--- src/rtl/alu_exec_unit.sv ---
// alu_exec_unit
//   Execute-stage ALU placed between the ID/EX and EX/MEM pipeline registers.
//   It decodes ALUOP/function code itself and registers the result, flags and
//   illegal-op indication. Valid/ready handshakes are used on both sides.
//   Single-cycle ops have a latency of 1. MUL is an iterative shift-add unit
//   that takes DATA_WIDTH cycles. in_ready drops while the unit is busy or
//   while it is holding a result that has not been consumed, so the hazard
//   unit can stall upstream stages.
//
// Ports
//   clk         rising-edge clock
//   rst_n       asynchronous active-low reset
//   in_valid    operation presented        in_ready   unit can accept this cycle
//   alu_op      ALUOP from control         func_code  A-type function code
//   op_a, op_b  operands (captured on accept)
//   out_valid   result registers valid     out_ready  downstream consumes result
//   result      primary result             result_hi  SWAP: A, MUL: high half, else 0
//   flag_zero   result == 0                flag_carry ADD carry-out / SUB borrow
//   op_illegal  accompanying op was undecodable
module alu_exec_unit #(
  parameter int DATA_WIDTH = 16,
  parameter bit MUL_ENABLE = 1'b1,
  parameter int CNT_WIDTH  = $clog2(DATA_WIDTH + 1)
) (
  input  logic                  clk,
  input  logic                  rst_n,
  input  logic                  in_valid,
  output logic                  in_ready,
  input  logic [3:0]            alu_op,
  input  logic [3:0]            func_code,
  input  logic [DATA_WIDTH-1:0] op_a,
  input  logic [DATA_WIDTH-1:0] op_b,
  output logic                  out_valid,
  input  logic                  out_ready,
  output logic [DATA_WIDTH-1:0] result,
  output logic [DATA_WIDTH-1:0] result_hi,
  output logic                  flag_zero,
  output logic                  flag_carry,
  output logic                  op_illegal
);

  localparam int W = DATA_WIDTH;

  typedef enum logic [1:0] {S_IDLE, S_MUL_BUSY, S_HOLD} state_t;

  state_t                r_state;
  logic [CNT_WIDTH-1:0]  r_cnt;
  logic [W-1:0]          r_result;
  logic [W-1:0]          r_result_hi;
  logic                  r_zero;
  logic                  r_carry;
  logic                  r_illegal;

  // Multiplier working registers (only meaningful while in S_MUL_BUSY)
  logic [2*W-1:0]        r_mcand;
  logic [W-1:0]          r_mplier;
  logic [2*W-1:0]        r_acc;

  logic [W:0]            w_sum;
  logic [W:0]            w_diff;
  logic [W-1:0]          w_res;
  logic [W-1:0]          w_hi;
  logic                  w_carry;
  logic                  w_illegal;
  logic                  w_is_mul;
  logic                  w_accept;
  logic [2*W-1:0]        w_addend;
  logic [2*W-1:0]        w_acc_nxt;

  // Combinational decode / single-cycle datapath
  always_comb begin
    w_sum     = {1'b0, op_a} + {1'b0, op_b};
    // Bit W of the widened difference is the borrow (A < B)
    w_diff    = {1'b0, op_a} - {1'b0, op_b};
    w_res     = w_sum[W-1:0];
    w_hi      = '0;
    w_carry   = w_sum[W];
    w_illegal = 1'b0;
    w_is_mul  = 1'b0;
    if (alu_op == 4'b0001) begin
      case (func_code)
        4'b0000: ;
        4'b0001: begin
          w_res   = w_diff[W-1:0];
          w_carry = w_diff[W];
        end
        4'b0100: begin
          w_res   = '0;
          w_carry = 1'b0;
          if (MUL_ENABLE) w_is_mul  = 1'b1;
          else            w_illegal = 1'b1;
        end
        4'b1110: begin
          w_res   = op_b;
          w_carry = 1'b0;
        end
        4'b1111: begin
          w_res   = op_b;
          w_hi    = op_a;
          w_carry = 1'b0;
        end
        default: begin
          w_res     = '0;
          w_carry   = 1'b0;
          w_illegal = 1'b1;
        end
      endcase
    end else if (alu_op == 4'b1001) begin
      w_res   = op_a & op_b;
      w_carry = 1'b0;
    end else if (alu_op == 4'b1010) begin
      w_res   = op_a | op_b;
      w_carry = 1'b0;
    end
    // Any other alu_op falls through as ADD for address computation
  end

  // Shift-add step: add the shifted multiplicand when the current LSB is set
  assign w_addend  = r_mplier[0] ? r_mcand : '0;
  assign w_acc_nxt = r_acc + w_addend;

  // HOLD drains and refills in the same cycle when downstream is ready
  assign in_ready  = (r_state == S_IDLE) || ((r_state == S_HOLD) && out_ready);
  assign w_accept  = in_valid && in_ready;

  assign out_valid  = (r_state == S_HOLD);
  assign result     = r_result;
  assign result_hi  = r_result_hi;
  assign flag_zero  = r_zero;
  assign flag_carry = r_carry;
  assign op_illegal = r_illegal;

  // Control FSM and registered outputs
  always_ff @(posedge clk or negedge rst_n) begin
    if (!rst_n) begin
      r_state     <= S_IDLE;
      r_cnt       <= '0;
      r_result    <= '0;
      r_result_hi <= '0;
      r_zero      <= 1'b0;
      r_carry     <= 1'b0;
      r_illegal   <= 1'b0;
    end else begin
      case (r_state)
        S_IDLE, S_HOLD: begin
          if (w_accept) begin
            if (w_is_mul) begin
              r_state <= S_MUL_BUSY;
              r_cnt   <= CNT_WIDTH'(W);
            end else begin
              r_state     <= S_HOLD;
              r_result    <= w_res;
              r_result_hi <= w_hi;
              r_zero      <= (w_res == '0);
              r_carry     <= w_carry;
              r_illegal   <= w_illegal;
            end
          end else if ((r_state == S_HOLD) && out_ready) begin
            r_state <= S_IDLE;
          end
        end
        S_MUL_BUSY: begin
          r_cnt <= r_cnt - CNT_WIDTH'(1);
          // Last step: the accumulator update of this cycle is the product
          if (r_cnt == CNT_WIDTH'(1)) begin
            r_state     <= S_HOLD;
            r_result    <= w_acc_nxt[W-1:0];
            r_result_hi <= w_acc_nxt[2*W-1:W];
            r_zero      <= (w_acc_nxt[W-1:0] == '0);
            r_carry     <= 1'b0;
            r_illegal   <= 1'b0;
          end
        end
        default: r_state <= S_IDLE;
      endcase
    end
  end

  // Multiplier datapath: operands captured on accept, shifted each busy cycle
  always_ff @(posedge clk) begin
    if (w_accept && w_is_mul) begin
      r_mcand  <= {{W{1'b0}}, op_a};
      r_mplier <= op_b;
      r_acc    <= '0;
    end else if (r_state == S_MUL_BUSY) begin
      r_acc    <= w_acc_nxt;
      r_mcand  <= r_mcand << 1;
      r_mplier <= r_mplier >> 1;
    end
  end

endmodule

--- config.mk ---
export PLATFORM = sky130hd
export DESIGN_NAME = alu_exec_unit
export DESIGN_NICKNAME = d
export VERILOG_FILES = /design/src/rtl/alu_exec_unit.sv
export SDC_FILE = /design/constraint.sdc
export NUM_CORES = 1
export LEC_CHECK = 0
export CORE_UTILIZATION = 48
export CTS_BUF_LIST = sky130_fd_sc_hd__clkbuf_16
export CTS_CLUSTER_SIZE = 20
export DETAILED_ROUTE_END_ITERATION = 8
export GPL_TIMING_DRIVEN = 0
export PLACE_DENSITY = 0.74
export SETUP_SLACK_MARGIN = 0.5
export SLEW_MARGIN = 20
export SYNTH_ARGS = -nofsm -noshare
export SYNTH_HDL_FRONTEND = slang
export SYNTH_SLANG_ARGS = --single-unit
--- constraint.sdc ---
create_clock -name clk -period 4.26 [get_ports clk]
set_clock_uncertainty 0.05 [all_clocks]
set_input_delay 0.639 -clock clk [delete_from_list [all_inputs] [get_ports clk]]
set_output_delay 0.639 -clock clk [all_outputs]
set_load 0.01 [all_outputs]
Yosys cells after proc, flatten, opt, wreduce, memory -nomap -nowiden
Index checks and enable logic that the tools add are counted.
Word-level totals
  output and inout bits: 37
  bits of input ports: 44
  bits in registers: 122
  word-level logic and storage cells: 94
Operators by class
  reductions and logical operators: 16
  mux-type cells: 46
  bitwise logic cells: 2
  $add $sub $neg: 4
  eq/ne operators: 15
Operator list (number)
  two-way mux 16 bit: 15
  case mux 16 bit (2 select lines): 2
  case mux 16 bit (3 select lines): 1
  adder 32 bit: 1
  zero test 16 bit: 2
  two-way mux 32 bit: 1
  adder 16 x 16 -> 17 bit: 1
  subtractor 16 x 16 -> 17 bit: 1
  AND 16 bit: 1
  == test 4 bit (second input constant): 4
  bitwise OR 16 bit: 1
  two-way mux 1 bit: 15
  two-way mux 5 bit: 2
  case mux 5 bit (2 select lines): 1
  == test 4 x 1 -> 1 bit (second input constant): 2
  two-way mux 2 bit: 4
  inequality test 2 bit (second input constant): 4
  case mux 1 bit (2 select lines): 4
  == test 5 x 1 -> 1 bit (second input constant): 1
  OR reduction 5 bit: 1
  subtractor 5 x 1 -> 5 bit (second input constant): 1
  == test 4 x 3 -> 1 bit (second input constant): 1
  zero test 4 bit: 1
  case mux 2 bit (2 select lines): 1
  other kinds (11): 15

Depth between registers and ports, before layout
  depth in word-level cells: 8
  mapped depth: 15
  gate-level depth less buffers: 14

Least setup slack after synthesis
OpenSTA, ideal clock, no wires.
  kind: register -> register
  start point: reg r_mplier[0]
  end point: reg r_result[12], in the netlist result[12]
  required time: 4145 ps
  path buffers: 1
  data arrival time: 2995 ps
  slack: 1150 ps
  clock period less this slack: 3110 ps
  cell stages (with the launch flop): 16
  library setup time: 65 ps
  cells stage by stage: edfxtp_1 clkbuf_1 and2_1 ha_1 inv_1 fa_1 nor2b_1 o2111ai_1 a21boi_2 nor4_1 or3b_1 a21oi_1 xnor2_1 or2_2 o211ai_1 o21a_1
Between the ends
  longest elaborated chain between the ends: 4
Ends and longest elaborated chain
  start: declaration: line 56  | logic [W-1:0] r_mplier;
  start signal: assignment: line 183  | r_mplier <= op_b;
  start signal: assignment: line 188  | r_mplier <= r_mplier >> 1;
  two-way mux 32 bit: line 119  | assign w_addend = r_mplier[0] ? r_mcand : '0;
  adder 32 bit: line 120  | assign w_acc_nxt = r_acc + w_addend;
  two-way mux 16 bit: line 165  | if (r_cnt == CNT_WIDTH'(1)) begin
  case mux 16 bit (2 select lines): line 144  | case (r_state)
  end signal: assignment: line 152  | r_result <= w_res;
  end signal: assignment: line 167  | r_result <= w_acc_nxt[W-1:0];
  end: declaration: line 48  | logic [W-1:0] r_result;
Every way passes these cells. The select of a mux whose other input is x is not followed.
A chain may end at the register's enable or synchronous reset.

Worst setup path in the final report
  start point: in op_b[6]
  end point: reg r_zero, in the netlist flag_zero
Between the ends
  longest elaborated chain between the ends: 8
  elaborated cells between the ends (all ways): 12
  those cells by class: 2 x add/sub; 7 x mux; 2 x bitwise; 1 x reduce/logical
Ends and longest elaborated chain
  start: declaration: line 32  | input logic [DATA_WIDTH-1:0] op_b,
  adder 16 x 16 -> 17 bit / bitwise OR 16 bit (equally long branches): line 72, 112
  two-way mux 16 bit: line 111  | end else if (alu_op == 4'b1010) begin
  two-way mux 16 bit: line 108  | end else if (alu_op == 4'b1001) begin
  two-way mux 16 bit (*): line 80  | if (alu_op == 4'b0001) begin
  zero test 16 bit (*): line 154  | r_zero <= (w_res == '0);
  two-way mux 1 bit (*): line 147  | if (w_is_mul) begin
  two-way mux 1 bit (*): line 146  | if (w_accept) begin
  case mux 1 bit (2 select lines) (*): line 144
  end signal: assignment: line 154
  end signal: assignment: line 169  | r_zero <= (w_acc_nxt[W-1:0] == '0);
  end: declaration: line 50  | logic r_zero;
Mark *: on every way between the ends. The rest lies on a longest branch, timed or not. The select of a mux whose other input is x is not followed.

==> results.cfg <==
[yosys]
ys_seq_area_share_pct = 31.9
syn_area_um2 = 9330
synth_cells = 1122
synth.area.top_cells = dfrtp_1 11%, ha_1 11%, dfxtp_1 10%
syn_nets = 1251
synth_warnings = 0
synth_edf_count = 32
ys_ff_latch = 122
ys.flop_type = dfxtp_1
ys_types = 76
avgSynthCellArea_um2 = 8.31
yosysTopAreaCell = dfrtp_1
synth-async-reset-ratio_pct = 34.4
netlist.area_leader.share_pct = 11.3

[route]
wl_met1_um = 13400
drt_iter0_markers = 1120
viasPerCell = 6.01
route.detailed.drc = 0
ant_nets = 0
wl_um = 30400
firstDrtPassIters = 7
wl_per_cell_um = 20.2
dr_wl_met3_um = 3100
wl_met2_um = 13100
vias = 9039
highest_layer = met4

[setup_path]
critical_path_class = primary input to flip-flop
r2r-end = result_hi[10]
cp-startpoint = op_b[6]
critPathBufInv = 3
crit_cells = 14
ff2ff_path_depth = 15
regToRegStartpoint = r_mplier[0]
r2r_setup_slack_ns = 0.64
worstSetupEndpointType = flip-flop
crit_family = compound AO/OA/AOI/OAI gates
crit_arrival_ns = 3.97
crit_path_cell_trace = clkdlybuf4s50_1, inv_1, ha_1, buf_2, a21oi_1, o211ai_1, nand2_1, xnor2_1, a221o_1, a21oi_1, nand3_1, nor4_2, nand4_1, o211ai_1
slowest_stage = clkdlybuf4s50_1
cp-start-kind = primary input
cpPeakStageDelay_ns = 0.60
cp.required_ns = 4.55
critPathMaxFanout = 8
endpoint = flag_zero

[place]
dp_hpwl_um = 23000
preCtsSetupSlack_ns = -0.0707
port_buffers = 80
gp_congestion = 0.975

[timing]
setup_violations = 0
finalHoldViolCount = 0
setup_ws_ns = 0.586
fmax_mhz = 272
slew_headroom_pct = 32.6
rsz0062_at_grt = yes
tightestPinTransition_ns = 1.00
period_share_pct = 86.2
finalCriticalPeriod_ns = 3.67
slew_viol_final = 0

[finish]
area_growth_pct = 20.0
fin_util_pct = 59.2
multi_input_area_um2 = 5920
layout.nets = 1360
mostFrequentLayoutCells = 145 x nand2_1, 117 x a21oi_1, 107 x nor2_1
fillers = 1702
drive_above_1_share_pct = 9.81
layout_commonest_cell = nand2_1
seqCellArea_um2 = 2970
diodes = 0

[clocking]
cts_buffer_depth = 2
cts_tree = yes
htreeDepth = 4
path_clk_slew_ns = 0.06
cts_hold_buffers = 0
numCtsBuffers = 17
insertion_delay_ns = 0.42
cts_root_buffer = clkbuf_16
clock-sinks = 122

[floorplanning]
row_count = 50
die_y_um = 141
initial_core_util_pct = 49.4
coreArea_um2 = 18900
die-area_um2 = 20000
die_w_um = 141
ios = 81

[pwr]
p_leak_uw = 0.00480
p_per_area_nw_per_um2 = 460
ir_drop_v = 0.000328

[global_route]
antenna_found_initial = 0
grt.overflow.total = 0
grt_pass1_vias = 8447
grt_max_degree = 33
grt_pass1_wl_um = 47000
grt_usage_pct = 31.1

[outcome]
outcome = finished clean

[flow_run]
max_cap_violations = 0

[hold_path]
min_path_type = primary input to asynchronous set/reset pin
## synth_stat cells (all sizes together), types with 10 or more instances
master and n:
nor2 108, mux2 31, buf 26, o211ai 13, dfxtp 48, nand3 14
clkbuf 31, a21oi 118, o21ai 44, edfxtp 32, xnor2 30, ha 82
nor3 26, o22ai 11, inv 58, dfrtp 42, nand4 10, a21o 20
a221oi 16, and2 32, o21a 12, a31oi 17, xor2 14, and3 10
nor2b 12, nand2 145
## cell type report
| type | instances | area share, % |
|---|---|---|
| plain buffers | 57 | 2.37 |
| clock buffers | 17 | 3.80 |
| clock inverters | 15 | 1.49 |
| inverters | 58 | 1.97 |
| multi-input cells | 885 | 52.9 |
| flip-flops and latches | 122 | 26.6 |
| well taps | 260 | 2.91 |
| repair buffers | 90 | 7.98 |
## logic make-up (layout without fill, tap and decap cells)
| logic type | Yosys count | count (layout) | synth area share, % |
|---|---|---|---|
| flops | 122 | 122 | 31.9 |
| xor+xnor | 44 | 44 | 4.13 |
| simple gates | 408 | 408 | 20.7 |
| buf+inv | 115 | 237 | 5.15 |
| mux | 36 | 36 | 4.28 |
| compound gates | 312 | 312 | 22.2 |
| fa+ha+maj | 85 | 85 | 11.6 |
## repair_timing
item | 4_1_cts | 5_1_grt
pin swaps | 0 | 3
gates resized for setup | 5 | 13
endpoints found under the hold margin | 0 | 0
setup endpoints to repair | 39 | 39
setup buffers | 3 | 6
## sequential cells by signal (all words and copies together), names as in the netlist
signal      count
r_acc          32
result_hi      16
flag_carry      1
r_cnt           5
r_mcand        32
flag_zero       1
op_illegal      1
r_mplier       16
result         16
r_state         2
## stage by stage
step | total power [uW] | cells | TNS [ns] | instance area (um2) | hold slack (ns)
after global placement | 3560 | 1462 | -10.91 | 10500 | 0.386
after CTS | 5090 | 1498 | 0 | 11100 | 0.0905
after global routing | 5430 | 1504 | 0 | 11200 | 0.102
after detailed placement | 3600 | 1463 | -0.363 | 10500 | 0.391
final | 5150 | 1504 | 0 | 11200 | 0.0881
after floorplan | 3010 | 1122 | 0 | 9330 | 0.293
## how the worst min path moves through the flow
stage / end / cells after the start / slack (ns)
after floorplan: flag_carry / 0 / 0.29
after global placement: r_acc[22] / 2 / 0.39
after detailed placement: r_acc[20] / 2 / 0.39
after CTS: r_cnt[2] / 1 / 0.09
after global routing: r_cnt[2] / 1 / 0.10
final: r_cnt[2] / 1 / 0.09
## metal layers
| metal | GRT usage, % | up-vias |
|---|---|---|
| li1 | - | 4225 |
| met1 | 44.4 | 4299 |
| met2 | 45.7 | 455 |
| met3 | 8.10 | 60 |
| met4 | 9.51 | 0 |
| met5 | 0.501 | - |
## power breakdown
group	switching [uW]	internal [uW]
clock	528	958
sequential	178	1460
combinational	1150	874
No activity file was read; power rests on OpenSTA's default activity.
